--- config.mk ---
export PLATFORM = sky130hd
export DESIGN_NAME = mem_port_arbiter_flat
export DESIGN_NICKNAME = d
export VERILOG_FILES = /design/src/rtl/mem_port_arbiter_if.sv /design/src/rtl/mem_port_arbiter.sv /design/src/flat_wrapper.sv
export SDC_FILE = /design/constraint.sdc
export NUM_CORES = 1
export LEC_CHECK = 0
export ABC_CLOCK_PERIOD_IN_PS = 1800
export CORE_MARGIN = 2
export CORE_UTILIZATION = 25
export DETAILED_ROUTE_END_ITERATION = 10
export DONT_BUFFER_PORTS = 1
export HOLD_SLACK_MARGIN = 0.08
export PLACE_DENSITY_LB_ADDON = 0.15
export SETUP_SLACK_MARGIN = 0.5
export SYNTH_ARGS = -nofsm -noshare
export SYNTH_HDL_FRONTEND = slang
export SYNTH_SLANG_ARGS = --single-unit
--- constraint.sdc ---
create_clock -name clk -period 1.8 [get_ports clk]
set_input_delay 0.09 -clock clk [delete_from_list [all_inputs] [get_ports clk]]
set_output_delay 0.09 -clock clk [all_outputs]
set_load 0.05 [all_outputs]
--- src/rtl/mem_port_arbiter_if.sv ---
`default_nettype none
// ============================================================================
// Module      : mem_port_arbiter_if
// Description : Requester/memory bundle for the two-way memory port arbiter.
// Revision    : 1.0 - initial release
// ============================================================================
interface mem_port_arbiter_if #(
    parameter int ADDR_W = 16,
    parameter int DATA_W = 16
);
    logic              req0;
    logic              we0;
    logic [ADDR_W-1:0] addr0;
    logic [DATA_W-1:0] wdata0;
    logic              req1;
    logic              we1;
    logic [ADDR_W-1:0] addr1;
    logic [DATA_W-1:0] wdata1;
    logic              ack0;
    logic              ack1;
    logic [DATA_W-1:0] rdata;
    logic              sel;
    logic              mem_en;
    logic              mem_we;
    logic [ADDR_W-1:0] mem_addr;
    logic [DATA_W-1:0] mem_wdata;
    logic [DATA_W-1:0] mem_rdata;
    logic              busy;

    modport slave (
        input  req0, we0, addr0, wdata0, req1, we1, addr1, wdata1, mem_rdata,
        output ack0, ack1, rdata, sel, mem_en, mem_we, mem_addr, mem_wdata, busy
    );

    modport master (
        output req0, we0, addr0, wdata0, req1, we1, addr1, wdata1, mem_rdata,
        input  ack0, ack1, rdata, sel, mem_en, mem_we, mem_addr, mem_wdata, busy
    );
endinterface
`default_nettype wire

--- src/rtl/mem_port_arbiter.sv ---
`default_nettype none
// ============================================================================
// Module      : mem_port_arbiter
// Description : Round-robin arbiter sequencing fixed-latency accesses on a
//               single memory port shared by two requesters.
// Revision    : 1.0 - initial release
// ============================================================================
module mem_port_arbiter #(
    parameter int ADDR_W      = 16,
    parameter int DATA_W      = 16,
    parameter int MEM_LATENCY = 2
) (
    input  wire                 clk,
    input  wire                 reset_n,
    mem_port_arbiter_if.slave   bus
);

    localparam logic [3:0] c_LAST = 4'(MEM_LATENCY - 1);

    typedef enum logic [1:0] {
        S_IDLE   = 2'd0,
        S_ACCESS = 2'd1,
        S_DONE   = 2'd2
    } state_t;

    state_t            r_state;
    logic [3:0]        r_cnt;
    logic              r_last_grant;
    logic              r_sel;
    logic              r_ack0;
    logic              r_ack1;
    logic              r_busy;
    logic              r_mem_en;
    logic              r_mem_we;
    logic [ADDR_W-1:0] r_mem_addr;
    logic [DATA_W-1:0] r_mem_wdata;
    logic [DATA_W-1:0] r_rdata;

    logic              w_grant_valid;
    logic              w_grant_idx;

    // Under contention the side that did not win last time goes first.
    assign w_grant_valid = bus.req0 | bus.req1;
    assign w_grant_idx   = (bus.req0 & bus.req1) ? ~r_last_grant : bus.req1;

    always_ff @(posedge clk or negedge reset_n) begin
        if (!reset_n) begin
            r_state      <= S_IDLE;
            r_cnt        <= 4'd0;
            r_last_grant <= 1'b1;
            r_sel        <= 1'b0;
            r_ack0       <= 1'b0;
            r_ack1       <= 1'b0;
            r_busy       <= 1'b0;
            r_mem_en     <= 1'b0;
            r_mem_we     <= 1'b0;
            r_mem_addr   <= '0;
            r_mem_wdata  <= '0;
            r_rdata      <= '0;
        end else begin
            case (r_state)
                S_IDLE: begin
                    if (w_grant_valid) begin
                        r_sel        <= w_grant_idx;
                        r_last_grant <= w_grant_idx;
                        r_mem_addr   <= w_grant_idx ? bus.addr1  : bus.addr0;
                        r_mem_wdata  <= w_grant_idx ? bus.wdata1 : bus.wdata0;
                        r_mem_we     <= w_grant_idx ? bus.we1    : bus.we0;
                        r_mem_en     <= 1'b1;
                        r_busy       <= 1'b1;
                        r_cnt        <= 4'd0;
                        r_state      <= S_ACCESS;
                    end
                end
                S_ACCESS: begin
                    if (r_cnt == c_LAST) begin
                        r_rdata  <= bus.mem_rdata;
                        r_mem_en <= 1'b0;
                        r_mem_we <= 1'b0;
                        r_ack0   <= ~r_sel;
                        r_ack1   <= r_sel;
                        r_state  <= S_DONE;
                    end else begin
                        r_cnt <= r_cnt + 4'd1;
                    end
                end
                S_DONE: begin
                    r_ack0  <= 1'b0;
                    r_ack1  <= 1'b0;
                    r_busy  <= 1'b0;
                    r_state <= S_IDLE;
                end
                default: begin
                    r_state <= S_IDLE;
                end
            endcase
        end
    end

    assign bus.ack0      = r_ack0;
    assign bus.ack1      = r_ack1;
    assign bus.rdata     = r_rdata;
    assign bus.sel       = r_sel;
    assign bus.mem_en    = r_mem_en;
    assign bus.mem_we    = r_mem_we;
    assign bus.mem_addr  = r_mem_addr;
    assign bus.mem_wdata = r_mem_wdata;
    assign bus.busy      = r_busy;

endmodule
`default_nettype wire
--- src/flat_wrapper.sv ---
// flat-port wrapper written by rule: the top's interface ports become plain ports
module mem_port_arbiter_flat 
#(
    parameter int ADDR_W      = 16,
    parameter int DATA_W      = 16,
    parameter int MEM_LATENCY = 2
)
  (clk, reset_n, bus_req0, bus_we0, bus_addr0, bus_wdata0, bus_req1, bus_we1, bus_addr1, bus_wdata1, bus_mem_rdata, bus_ack0, bus_ack1, bus_rdata, bus_sel, bus_mem_en, bus_mem_we, bus_mem_addr, bus_mem_wdata, bus_busy);
  mem_port_arbiter_if #(.ADDR_W(ADDR_W), .DATA_W(DATA_W)) bus_i ();
  input  wire clk;
  input  wire reset_n;
  input wire logic [$bits(bus_i.req0)-1:0] bus_req0;
  input wire logic [$bits(bus_i.we0)-1:0] bus_we0;
  input wire logic [$bits(bus_i.addr0)-1:0] bus_addr0;
  input wire logic [$bits(bus_i.wdata0)-1:0] bus_wdata0;
  input wire logic [$bits(bus_i.req1)-1:0] bus_req1;
  input wire logic [$bits(bus_i.we1)-1:0] bus_we1;
  input wire logic [$bits(bus_i.addr1)-1:0] bus_addr1;
  input wire logic [$bits(bus_i.wdata1)-1:0] bus_wdata1;
  input wire logic [$bits(bus_i.mem_rdata)-1:0] bus_mem_rdata;
  output wire logic [$bits(bus_i.ack0)-1:0] bus_ack0;
  output wire logic [$bits(bus_i.ack1)-1:0] bus_ack1;
  output wire logic [$bits(bus_i.rdata)-1:0] bus_rdata;
  output wire logic [$bits(bus_i.sel)-1:0] bus_sel;
  output wire logic [$bits(bus_i.mem_en)-1:0] bus_mem_en;
  output wire logic [$bits(bus_i.mem_we)-1:0] bus_mem_we;
  output wire logic [$bits(bus_i.mem_addr)-1:0] bus_mem_addr;
  output wire logic [$bits(bus_i.mem_wdata)-1:0] bus_mem_wdata;
  output wire logic [$bits(bus_i.busy)-1:0] bus_busy;
  assign bus_i.req0 = bus_req0;
  assign bus_i.we0 = bus_we0;
  assign bus_i.addr0 = bus_addr0;
  assign bus_i.wdata0 = bus_wdata0;
  assign bus_i.req1 = bus_req1;
  assign bus_i.we1 = bus_we1;
  assign bus_i.addr1 = bus_addr1;
  assign bus_i.wdata1 = bus_wdata1;
  assign bus_i.mem_rdata = bus_mem_rdata;
  assign bus_ack0 = bus_i.ack0;
  assign bus_ack1 = bus_i.ack1;
  assign bus_rdata = bus_i.rdata;
  assign bus_sel = bus_i.sel;
  assign bus_mem_en = bus_i.mem_en;
  assign bus_mem_we = bus_i.mem_we;
  assign bus_mem_addr = bus_i.mem_addr;
  assign bus_mem_wdata = bus_i.mem_wdata;
  assign bus_busy = bus_i.busy;
  mem_port_arbiter #(.ADDR_W(ADDR_W), .DATA_W(DATA_W), .MEM_LATENCY(MEM_LATENCY)) u_core (.clk(clk), .reset_n(reset_n), .bus(bus_i));
endmodule
==> results of run 1 <==
==> flip-flops by register name, indices dropped and copies added, names as in the netlist <==
signal and count:
u_core.r_state 2, u_core.bus.mem_addr 16, u_core.bus.rdata 16, u_core.bus.busy 1, u_core.bus.mem_wdata 16, u_core.bus.mem_we 1
u_core.bus.mem_en 1, u_core.bus.ack0 1, u_core.r_last_grant 1, u_core.r_cnt 4, u_core.bus.ack1 1, u_core.bus.sel 1
==> cell type report <==
cell class	instances	area, µm²	share of cell area
inverter	5	18.8	0.00412
timing repair buffer	105	1100	0.242
clock buffer	11	141	0.0311
clock inverter	5	50.0	0.0110
tap	140	175	0.0385
sequential	61	1530	0.336
multi-input combinational	117	1540	0.338
==> what timing repair did <==
action / in CTS / in global routing
endpoints found under the setup margin: 59 / 60
hold buffers: 82 / 1
gates cloned: 4 / 1
resized for setup: 20 / 7
hold endpoints to repair: 112 / 63
setup buffers: 13 / 4
pin swaps: 6 / 4
==> routing by layer <==
metal	part of all wire	wire, µm
met1	0.39	3040
met3	0.081	623
met5	0	0
met4	0.028	214
met2	0.50	3820
==> cell usage after synthesis, types with 2 or more instances <==
| library cell | number |
|---|---|
| buf_4 | 3 |
| buf_6 | 4 |
| dfrtp_1 | 60 |
| ha_1 | 2 |
| inv_1 | 5 |
| mux2_1 | 28 |
| mux2_2 | 54 |
| mux2i_1 | 3 |
| nand2_1 | 2 |
| nand2b_1 | 2 |
| nand3_1 | 2 |
| nor2b_1 | 2 |
| o211ai_1 | 3 |
| o21ai_0 | 3 |
| o22ai_1 | 3 |
==> kinds of logic after synthesis <==
family / after synthesis / share of synthesized area
xor gates and xnor gates: 1 / 0.00313
adders and majority gates: 2 / 0.00893
DFF: 61 / 0.545
buffers and inverters: 12 / 0.0308
and+or+nand+nor: 13 / 0.0357
AOI/OAI and AO/OA: 13 / 0.0362
muxes: 85 / 0.340
==> worst max-delay path, cell delays in order, from the launching register on <==
cell and delay, ps:
dfstp_2 380, a21boi_4 190, buf_12 210, mux2_2 350, mux2_2 260
==> power by group through the flow <==
stage | logic [µW] | clock network (µW) | registers, µW
3_3_place_gp | 2290 | 0 | 4860
6_report | 3320 | 1210 | 4810
2_1_floorplan | 2050 | 0 | 4650
5_1_grt | 3570 | 1350 | 4920
4_1_cts | 3160 | 1280 | 4820
3_5_place_dp | 2320 | 0 | 4840
==> through the flow <==
| step | cells | hold slack, ps |
|---|---|---|
| floorplan | 187 | -206 |
| global placement | 323 | -204 |
| detailed placement | 323 | -204 |
| CTS | 438 | -588 |
| global route | 444 | -605 |
| finish | 444 | -557 |
==> worst paths after layout <==
kind                                startpoint                      end  cells past startpoint
setup / recovery           u_core.r_last_grant   u_core.bus.mem_addr[4]                      4
hold / removal                         reset_n  u_core.bus.mem_addr[11]                      0
setup reg to reg           u_core.r_last_grant   u_core.bus.mem_addr[4]                      4
hold reg to reg              u_core.r_state[0]          u_core.bus.busy                      2
max in group asynchronous              reset_n      u_core.r_last_grant                      0
min in group clk                  bus_addr1[4]   u_core.bus.mem_addr[4]                      2
==> results.md, run 1 <==
- The flow ran to the end, but the final reports show violations.
- The final reports fail on negative hold slack.
- The detailed-route wire length per cell is about 17 µm.
- The synthesized area per cell is around 15 µm².
- Of the total power, registers draw 0.515.
- The final non-filler cell area is between 4000 and 5000 µm².
- In the final timing run, aggregate negative setup slack is 0 ps.
- The deepest clock path buffer count is 2.
- The final critical delay including setup and external delays is 1540 ps.
- The maximum fanout along the worst path is 18.
- The maximum number of pins on one net before global-route repair is 62.
- The worst-case hold slack is -557 ps.
- The hold violation total from the final report was between 60 and 70.
- The initialized floorplan defines 38 standard-cell rows.
- The share of the clock period used by the worst path is 0.855.
- 140 I/O pins were placed.
- The maximum achievable frequency is approximately 650 MHz.
- The initial antenna violation count is 0.
- The Yosys step of the flow raised 0 warnings.
- The detailed-placement wirelength estimate is 4.00 mm.
- The critical path is of the reg2reg type.
- After synthesis, the cell types taking the most area are dfrtp_1 (54%), mux2_2 (22%), mux2_1 (11%).
- Data on the critical path is required at its endpoint by 2020 ps.
- Before antenna repair, the detailed router went through 4 iterations.
- Once layout is complete, the utilization of the core stands at 0.418.
- The library cell used as clock root buffer is clkbuf_8.
- The via count of the first global-routing pass is 2,171.
- In the final layout, the share of cells above drive strength 1 is 0.447.
- The vias after detailed routing is roughly 2.0k.
- The worst setup path is launched from a flip-flop.
- In the layout the commonest cells are dlygate4sd3_1 (83), mux2_4 (61), dfrtp_1 (60).
- The clock slew seen by the registers of the worst setup and hold paths is 70 ps.
- The wire length of the first global-routing pass is ~12 mm.
- The maximum VDD drop is 0.903 mV.
- The area growth from synthesis to final layout is 62.4%.
- The global routing usage on met2 is 0.217.
- STA puts the critical path data arrival time at 1760 ps.
- Max-cap violations in this run came to 0.
- In this run the tool buffered the top-level ports with 0 buffer cells.
- In this run the tightest slew margin relative to its limit is 0.616.
- Setup repair after global routing could not meet its margin everywhere.
- For this run, the register share of the synthesized area comes to 0.545.
- The power per cell area is 2050 nW/µm².
- Setup violations remaining at the end of the flow were counted as 0.
- Summing every instance area after synthesis gives 2800 µm².
- met2 is the most crowded layer.
- The floorplan step set the die height to 110 µm.
- Summing all placed instances gives a cell area of between 3000 and 4000 µm².
- The DRC marker count from the first detailed-route iteration is 33.
- The later pin in the worst-skew pair is clocked with a latency of 340 ps.
- The register bit count reported by yosys is 61.
- The number of slew-limit violations in the final report is 0.
- The remaining antenna violation count is 0.
- The horizontal die dimension is 110 µm.
- Total power for the finished layout comes to 9330 µW.
- The portion of total power attributed to combinational logic is 0.355.
- TritonCTS built the clock tree.
- The worst setup path is captured at a flip-flop.
- The fraction of synthesis flops using an asynchronous set or reset pin is 1.00.
- For this run, global-route usage on met1 was measured as 0.140.
- The count of antenna diodes in the layout is 0.
- The total global-route track usage is 0.131.
- The placer's final routability congestion estimate is approximately 0.63.
- The dominant register cell in the synthesized netlist is dfrtp_1.
- The standby leakage power is 0.00202 µW.
- Of the total power, the share spent switching nets is 0.485.
- The floorplan step defined a die boundary enclosing 12,100 µm².
- The analysis attributes to net switching a power of 4520 µW.
- At the pin with the least slew margin, the transition time is 575 ps.
- Of the post-synthesis cell area, the dominant cell type holds 0.536.
- Of the total power, the clock network draws 0.129.
- The average vias per placed instance is around 4.5.
- The number of nets handed over by synthesis was 275.
- After technology mapping, the gate count stands at 187.
- The number of synthesized flops with an enable pin is 0.
- The worst reg-to-reg setup slack is 260 ps.
- The starting density of the core is 0.257.
- The floorplan core area is 10,900 µm².
- Summed over all instances, the cell type with the most area after synthesis is dfrtp_1.
- The internal portion of total power is 4810 µW.
- The clock net in this run drives a total of 61 sinks.
- The layout filler cell count is a little under 1k.
- The library cell used most frequently in the layout, excluding fill and tap cells, is dlygate4sd3_1.
- Counting the buffers created by CTS gives 9.
- In the global route stage, met3 resource usage came out at 0.0581.
- The number of distinct standard cells referenced by the synthesized netlist is 26.
- The post-route DRC violation count is 0.
- The pre-CTS setup slack is 166 ps.
- The slack of the critical path is 261 ps.
- The count of nets after finishing is 387.
- The routed design has 7.70 mm of wire.
- The overall overflow remaining after global route is 0.
- On the final layout, the worst clock skew is 7.07 ps.
- The path class of the lowest-slack min-delay path is in2async.
- The H-tree was split into 3 levels.
(Power assumes the default switching activity.)
==> run 2, diff against run 1 <==
- ABC_AREA: default -> 1
- CELL_PAD_IN_SITES_DETAIL_PLACEMENT: default -> 1
- CELL_PAD_IN_SITES_GLOBAL_PLACEMENT: default -> 1
- SLEW_MARGIN: default -> 20
==> run 2 against run 1 <==
  * The run still ends with negative hold slack left
  * Flip-flop and latch count unchanged
  * Clock-buffer cell count stayed put
  * Largest cell class is now sequential cells
  * Combinational power is 11% lower
  * Routed wire length up 46%
  * Clock skew shrank 0.64 ps
  * Fmax increased by 25%
  * Via count grew 47%
  * Final area increased by 5.6%
==> results.md, run 2 <==
- The post-detailed-placement cell area came to 3280 µm² (was 3210 µm²).
- The number of buffers inserted by port buffering is 0 (unchanged).
- Highest-count cells in the layout ignoring fill and taps: nand2_1 (170), dlygate4sd3_1 (83), dfrtp_1 (57) (was dlygate4sd3_1 (83), mux2_4 (61), dfrtp_1 (60)).
- The maximum fanout along the worst path is 17 (was 18).
- Area contributors post-synth: dfrtp_1 (48%), nand2_1 (21%), nand3b_1 (7.7%) (was dfrtp_1 (54%), mux2_2 (22%), mux2_1 (11%)).
- The starting density of the core is 0.258 (was 0.257).
- The final design utilization is 0.397 (was 0.418).
- The DRC marker count from the first detailed-route iteration is 74 (was 33).
- The routed length on met1 is 4.46 mm (was 3.04 mm).
- The library cell used as clock root buffer is clkbuf_16 (was clkbuf_8).
- The fraction of synthesis flops using an asynchronous set or reset pin came to 1.00 (unchanged).
- The via count of the first global-routing pass is 3,099 (was 2,171).
- The number of setup violations in the final report came to 0 (unchanged).
- Result of the run: finished with violations (unchanged).
- The post-synthesis cell count is 383 (was 187).
- The cell count of the worst reg-to-reg path is 6 (was 4).
- The sum of routed wire length over all layers came to 11.2 mm (was 7.70 mm).
- The portion of the post-synthesis area used by sequential elements was 0.489 (was 0.545).
- The maximum VDD drop is 0.777 mV (was 0.903 mV).
- The average vias per placed instance was 4.45 (was 4.48).
- The non-filler instance count after layout came to 655 (was 444).
- The top-area cell type share of the netlist area is 0.481 (was 0.536).
- The remaining antenna violation count is 0 (unchanged).
- The detailed-routed wire length on met3 came to 751 µm (was 623 µm).
- The vias after detailed routing is 2,917 (was 1,987).
- The number of search-and-repair iterations in the first detailed-routing pass came to 4 (unchanged).
- The clock slew seen by the registers of the worst setup and hold paths was 50 ps (was 70 ps).
- The remaining max-slew budget at the tightest pin came to 0.647 (was 0.616).
- The data arrival time at the worst-slack endpoint is 1450 ps (was 1760 ps).
- The post-route DRC violation count was 0 (unchanged).
- The cell area after technology mapping is 3120 µm² (was 2800 µm²).
- The area growth from synthesis to final layout came to 53.9% (was 62.4%).
- The detailed-placement wirelength estimate was 5.89 mm (was 4.00 mm).
- The detailed-route wire length per cell is 17.1 µm (was 17.3 µm).
- The count of warnings emitted by yosys is 0 (unchanged).
- The proportion of layout cells with a drive suffix above 1 is 0.142 (was 0.447).
- The number of buffers created by CTS is 9 (unchanged).
- The dominant register cell in the synthesized netlist is dfrtp_1 (unchanged).
- The leading cell type by number of instances after synthesis was nand2_1 (was dfrtp_1).
- The number of placed instances, taps included is 538 (was 323).
- The number of primary I/O pins is 140 (unchanged).
- The count of hold-fix buffers inserted at cts came to 84 (was 82).
- The uppermost layer routed was met4 (unchanged).
- The floorplan core area is 12,100 µm² (was 10,900 µm²).
- The synthesized area per cell is 8.15 µm² (was 15.0 µm²).
- The hold violation total from the final report came to 61 (unchanged).
- The initial antenna violation count is 0 (unchanged).
- The number of distinct standard cells referenced by the synthesized netlist is 23 (was 26).
- The standby leakage power is 0.00238 µW (was 0.00202 µW).
- The wire length of the first global-routing pass is 15.8 mm (was 11.6 mm).
- The worst-case hold slack is -549 ps (was -557 ps).
- The share of the clock period used by the worst path came to 0.685 (was 0.855).
- The library cell with the largest summed area after synthesis is dfrtp_1 (unchanged).
- The synthesized net count is 471 (was 275).
- The kind of critical path is reg2reg (unchanged).
- The maximum achievable frequency is 811 MHz (was 650 MHz).
- The total global-route track usage is 0.156 (was 0.131).
- The area of the die is 13,400 µm² (was 12,100 µm²).
- The number of core rows was 40 (was 38).
- The layout filler cell count is 1,407 (was 986).
- The clock tree from TritonCTS is done (unchanged).
- The critical path endpoint category is a flip-flop (unchanged).
- The final non-filler cell area is 4810 µm² (was 4550 µm²).
- The final critical delay including setup and external delays is 1230 ps (was 1540 ps).
- Violated checks: negative hold slack (unchanged).
- The floorplan die height was 116 µm (was 110 µm).
- The horizontal die dimension is 116 µm (was 110 µm).
- The number of max-cap violations is 0 (unchanged).
- The number of synthesized flops with an enable pin came to 0 (unchanged).
- The number of levels the H-tree was split into is 3 (unchanged).
- The most common library cell in the layout ignoring fill and taps is nand2_1 (was dlygate4sd3_1).
- The placer's final routability congestion estimate is 0.703 (was 0.627).
- The met2 wirelength from detailed routing is 5.75 mm (was 3.82 mm).
- Top post-synthesis cells by count: nand2_1 (172), dfrtp_1 (60), inv_1 (40) (was dfrtp_1 (60), mux2_2 (54), mux2_1 (28)).
- The deepest clock path buffer count is 2 (unchanged).
- The power per cell area is 2030 nW/µm² (was 2050 nW/µm²).
- The clock network latency to the later pin of the worst-skew pair came to 330 ps (was 340 ps).
- The required time at the worst-slack endpoint is 2010 ps (was 2020 ps).
- The register bit count reported by yosys came to 61 (unchanged).
- The overall overflow remaining after global route is 0 (unchanged).
- The sum of negative setup slack came to 0 ps (unchanged).
- The number of slew-limit violations in the final report was 0 (unchanged).
- The maximum number of pins on one net before global-route repair is 62 (unchanged).
- The path class of the lowest-slack min-delay path is in2async (unchanged).
- RSZ-0062 raised after global routing: true (unchanged).
- The startpoint class of the critical path is a flip-flop (unchanged).
- The slew at the pin with the worst max-slew slack is 530 ps (was 575 ps).
- The final clock skew is 6.43 ps (was 7.07 ps).
- The count of nets after finishing was 571 (was 387).
- The total clock sinks is 61 (unchanged).
- The count of antenna diodes in the layout is 0 (unchanged).
[run 2: cell count changes after synthesis, moves of 11 or more]
cell,previous run,this run
nand3b_1,0,32
mux2_2,54,0
nand3_1,2,32
nand3_2,0,11
nand2_1,2,172
inv_1,5,40
mux2_1,28,0
[run 2: area by class of cell]
cell class	instances	area (µm²)	area share
sequential	61	1530	0.319
multi-input combinational	265	1390	0.290
timing repair buffer	106	1160	0.241
clock buffer	11	243	0.0505
tap	168	210	0.0437
inverter	40	150	0.0312
clock inverter	4	120	0.0250
[run 2: final timing paths]
path | from | end | slack [ps]
max | u_core.r_cnt[1] | u_core.bus.ack1 | 570
min | reset_n | u_core.bus.rdata[13] | -550
max reg2reg | u_core.r_cnt[1] | u_core.bus.ack1 | 570
min reg2reg | u_core.r_last_grant | u_core.r_last_grant | 520
max in group asynchronous | reset_n | u_core.r_last_grant | 2150
min in group clk | bus_req1 | u_core.r_last_grant | 150
[run 2: stage by stage]
stage,power (µW),hold slack (ps),setup slack (ps)
2_1_floorplan,6240,-206,591
3_3_place_gp,6770,-203,362
3_5_place_dp,6820,-204,326
4_1_cts,9350,-567,479
5_1_grt,10300,-566,471
6_report,9750,-549,566
[run 2: layer usage]
| layer | up-vias | GRT usage |
|---|---|---|
| li1 | 1394 | - |
| met1 | 1400 | 0.174 |
| met2 | 103 | 0.269 |
| met3 | 20 | 0.0497 |
| met4 | 0 | 0.0778 |
| met5 | - | 0 |
[run 2: power breakdown]
part	leakage [µW]	internal, µW	switching [µW]
Sequential	0.000741	2030	2640
Clock	0.000176	1520	628
Combinational	0.00147	1300	1640
Total	0.00238	4850	4910
[run 2: repair_timing]
| item | 4_1_cts | 5_1_grt |
|---|---|---|
| pin swaps | 2 | 3 |
| setup buffers | 3 | 8 |
| gates resized for setup | 7 | 12 |
| endpoints found under the setup margin | 57 | 56 |
| hold endpoints to repair | 118 | 61 |
| gates cloned | 1 | 6 |
[run 2: critical path: stages, from the launching register on]
cell	delay, ps
dfrtp_1	380
inv_1	100
ha_4	170
nand2_2	90
nor2_4	140
buf_12	150
o21ai_0	70
[run 2: cells by family after synthesis]
kind of cell	Yosys count	share of synthesized area
buf+inv	59	0.0925
xor+xnor	1	0.00280
fa+ha+maj	2	0.00801
flops	61	0.489
simple gates	258	0.401
compound gates	2	0.00681
==> run 3, diff against run 2 <==
- ABC_CLOCK_PERIOD_IN_PS: 1800 -> 1200
- clock period: 1.8 -> 1.2 ns (I/O delays scaled with it)
==> run 3 against run 2 <==
  * Power is 82% higher
  * Utilization rose by 5.9 points
  * Final area up 15%
  * The run ends with negative hold slack, negative setup slack left
  * Non-clock buffer count increased by 49
  * Clock-buffer cell count fell by 2
  * First-iteration DRC count up 39%
  * Global-route usage up 0.11 points
  * Via count rose by 4.8%
  * Cell count rose by 7.8%
  * Sequential share of layout area decreased by 4.1 points
  * Clock skew shrank 1.7 ps
  * Combinational power grew to 3.7 times the previous value
==> results.md, run 3 (same netlist as run 2, synthesis figures left out) <==
- Highest-count cells in the layout ignoring fill and taps: nand2_1 (144), dfrtp_1 (57), buf_6 (56) (was nand2_1 (170), dlygate4sd3_1 (83), dfrtp_1 (57)).
- The starting density of the core is 0.258 (unchanged).
- The detailed-placement wirelength estimate was 6.69 mm (was 5.89 mm).
- The area of the die is 13,400 µm² (unchanged).
- The most common library cell in the layout ignoring fill and taps is nand2_1 (unchanged).
- The clock network latency to the later pin of the worst-skew pair came to 330 ps (about the same).
- The number of setup violations in the final report is 3 (was 0).
- The maximum fanout along the worst path is 16 (was 17).
- The wire length of the first global-routing pass is 16.3 mm (was 15.8 mm).
- The non-filler instance count after layout was 706 (was 655).
- The kind of critical path is reg2reg (unchanged).
- The proportion of layout cells with a drive suffix above 1 is 0.381 (was 0.142).
- The number of buffers inserted by port buffering is 0 (unchanged).
- The clock tree from TritonCTS was done (unchanged).
- The remaining antenna violation count is 0 (unchanged).
- The sum of routed wire length over all layers is 10.9 mm (was 11.2 mm).
- The number of search-and-repair iterations in the first detailed-routing pass came to 4 (unchanged).
- The total clock sinks is 61 (unchanged).
- The via count of the first global-routing pass came to 3,282 (was 3,099).
- The number of core rows came to 40 (unchanged).
- The final non-filler cell area came to 5520 µm² (was 4810 µm²).
- The pre-CTS setup slack is -4.55 ps (was 326 ps).
- The post-detailed-placement cell area came to 3900 µm² (was 3280 µm²).
- The startpoint of the worst register-to-register path is u_core.r_cnt[1] (unchanged).
- The maximum number of pins on one net before global-route repair is 62 (unchanged).
- The critical path endpoint category is a flip-flop (unchanged).
- The layout filler cell count is 1,384 (was 1,407).
- The maximum VDD drop came to 1.13 mV (was 0.777 mV).
- The clock slew seen by the registers of the worst setup and hold paths is 60 ps (was 50 ps).
- The number of levels the H-tree was split into is 3 (unchanged).
- Result of the run: finished with violations (unchanged).
- The number of slew-limit violations in the final report came to 0 (unchanged).
- The startpoint class of the critical path is a flip-flop (unchanged).
- The critical path launch point is u_core.r_cnt[1] (unchanged).
- The count of nets after finishing is 621 (was 571).
- The horizontal die dimension came to 116 µm (unchanged).
- The power per cell area is 3210 nW/µm² (was 2030 nW/µm²).
- The area growth from synthesis to final layout is 76.8% (was 53.9%).
- The maximum achievable frequency is 828 MHz (was 811 MHz).
- The floorplan core area came to 12,100 µm² (unchanged).
- The vias after detailed routing is 3,056 (was 2,917).
- The path class of the lowest-slack min-delay path is in2async (unchanged).
- The deepest clock path buffer count is 2 (unchanged).
- The number of max-cap violations is 0 (unchanged).
- The remaining max-slew budget at the tightest pin is 0.852 (was 0.647).
- The number of placed instances, taps included is 603 (was 538).
- The slew at the pin with the worst max-slew slack is 222 ps (was 530 ps).
- The overall overflow remaining after global route is 0 (unchanged).
- The detailed-route wire length per cell is 15.5 µm (was 17.1 µm).
- The count of antenna diodes in the layout is 0 (unchanged).
- The share of the clock period used by the worst path is 1.01 (was 0.685).
- The number of primary I/O pins is 140 (unchanged).
- The number of buffers created by CTS was 9 (unchanged).
- The post-layout total power was 17,700 µW (was 9750 µW).
- The initial antenna violation count is 1 (was 0).
- RSZ-0062 raised after global routing: true (unchanged).
- The library cell used as clock root buffer is clkbuf_16 (unchanged).
- The required time at the worst-slack endpoint is 1460 ps (was 2010 ps).
- The hold violation total from the final report is 94 (was 61).
- The placer's final routability congestion estimate is 0.714 (was 0.703).
- The worst-case hold slack is -575 ps (was -549 ps).
- The floorplan die height is 116 µm (unchanged).
- The total global-route track usage is 0.157 (was 0.156).
- The post-route DRC violation count is 0 (unchanged).
- The standby leakage power was 0.00280 µW (was 0.00238 µW).
- The final clock skew was 4.77 ps (was 6.43 ps).
- The slack of the critical path was -7.40 ps (was 566 ps).
- The data arrival time at the worst-slack endpoint is 1470 ps (was 1450 ps).
- The final critical delay including setup and external delays is 1210 ps (was 1230 ps).
- Violated checks: negative hold slack, negative setup slack (was negative hold slack).
- The DRC marker count from the first detailed-route iteration is 103 (was 74).
- The average vias per placed instance was 4.33 (was 4.45).
-- run 3: through the flow --
step,util,TNS (ps)
floorplan,-,0
CTS,0.416,0
detailed placement,0.322,-6.23
global route,0.456,-1670
global placement,0.322,0
finish,0.456,-15.6
-- run 3: what timing repair did --
| action | 4_1_cts | 5_1_grt |
|---|---|---|
| setup endpoints to repair | 115 | 115 |
| hold buffers | 42 | 2 |
| gates resized for setup | 63 | 49 |
| gates cloned | 1 | 5 |
| pin swaps | 2 | 18 |
| hold endpoints to repair | 115 | 99 |
| setup buffers | 15 | 22 |
-- run 3: per-layer routing --
| metal | GRT usage | vias up | routed length, µm |
|---|---|---|---|
| met4 | 0.0492 | 2 | 159 |
| li1 | - | 1489 | - |
| met2 | 0.269 | 115 | 5380 |
| met5 | 0 | - | 13 |
| met1 | 0.186 | 1434 | 4570 |
| met3 | 0.0528 | 16 | 814 |
-- run 3: final timing paths --
path | slack (ps) | cells after the start | endpoint
max in group asynchronous | 1570 | 0 | u_core.r_last_grant
worst min-delay path | -580 | 0 | u_core.bus.rdata[13]
worst max-delay path | -7 | 7 | u_core.bus.rdata[3]
worst max register to register | -7 | 7 | u_core.bus.rdata[3]
worst min register to register | 490 | 2 | u_core.r_last_grant
min in group clk | -140 | 2 | u_core.r_last_grant
-- run 3: power by group --
part,switching [µW],leakage [µW],internal (µW)
Clock,1000,0.000166,2040
Combinational,6400,0.00190,4390
Sequential,803,0.000741,3110
-- run 3: final cells by class --
class / instances / area (µm²) / share of cell area
timing repair buffer: 155 / 1650 / 0.300
sequential: 61 / 1530 / 0.277
multi-input combinational: 266 / 1630 / 0.294
tap: 168 / 210 / 0.0381
clock inverter: 7 / 124 / 0.0224
inverter: 40 / 150 / 0.0272
clock buffer: 9 / 225 / 0.0408
-- run 3: critical path, stage by stage (launching register included) --
cell and delay, ps:
dfrtp_1 390, inv_2 70, ha_4 160, nand2_4 60, nor2_4 160, buf_12 150
nand2_1 60, nand2_1 70
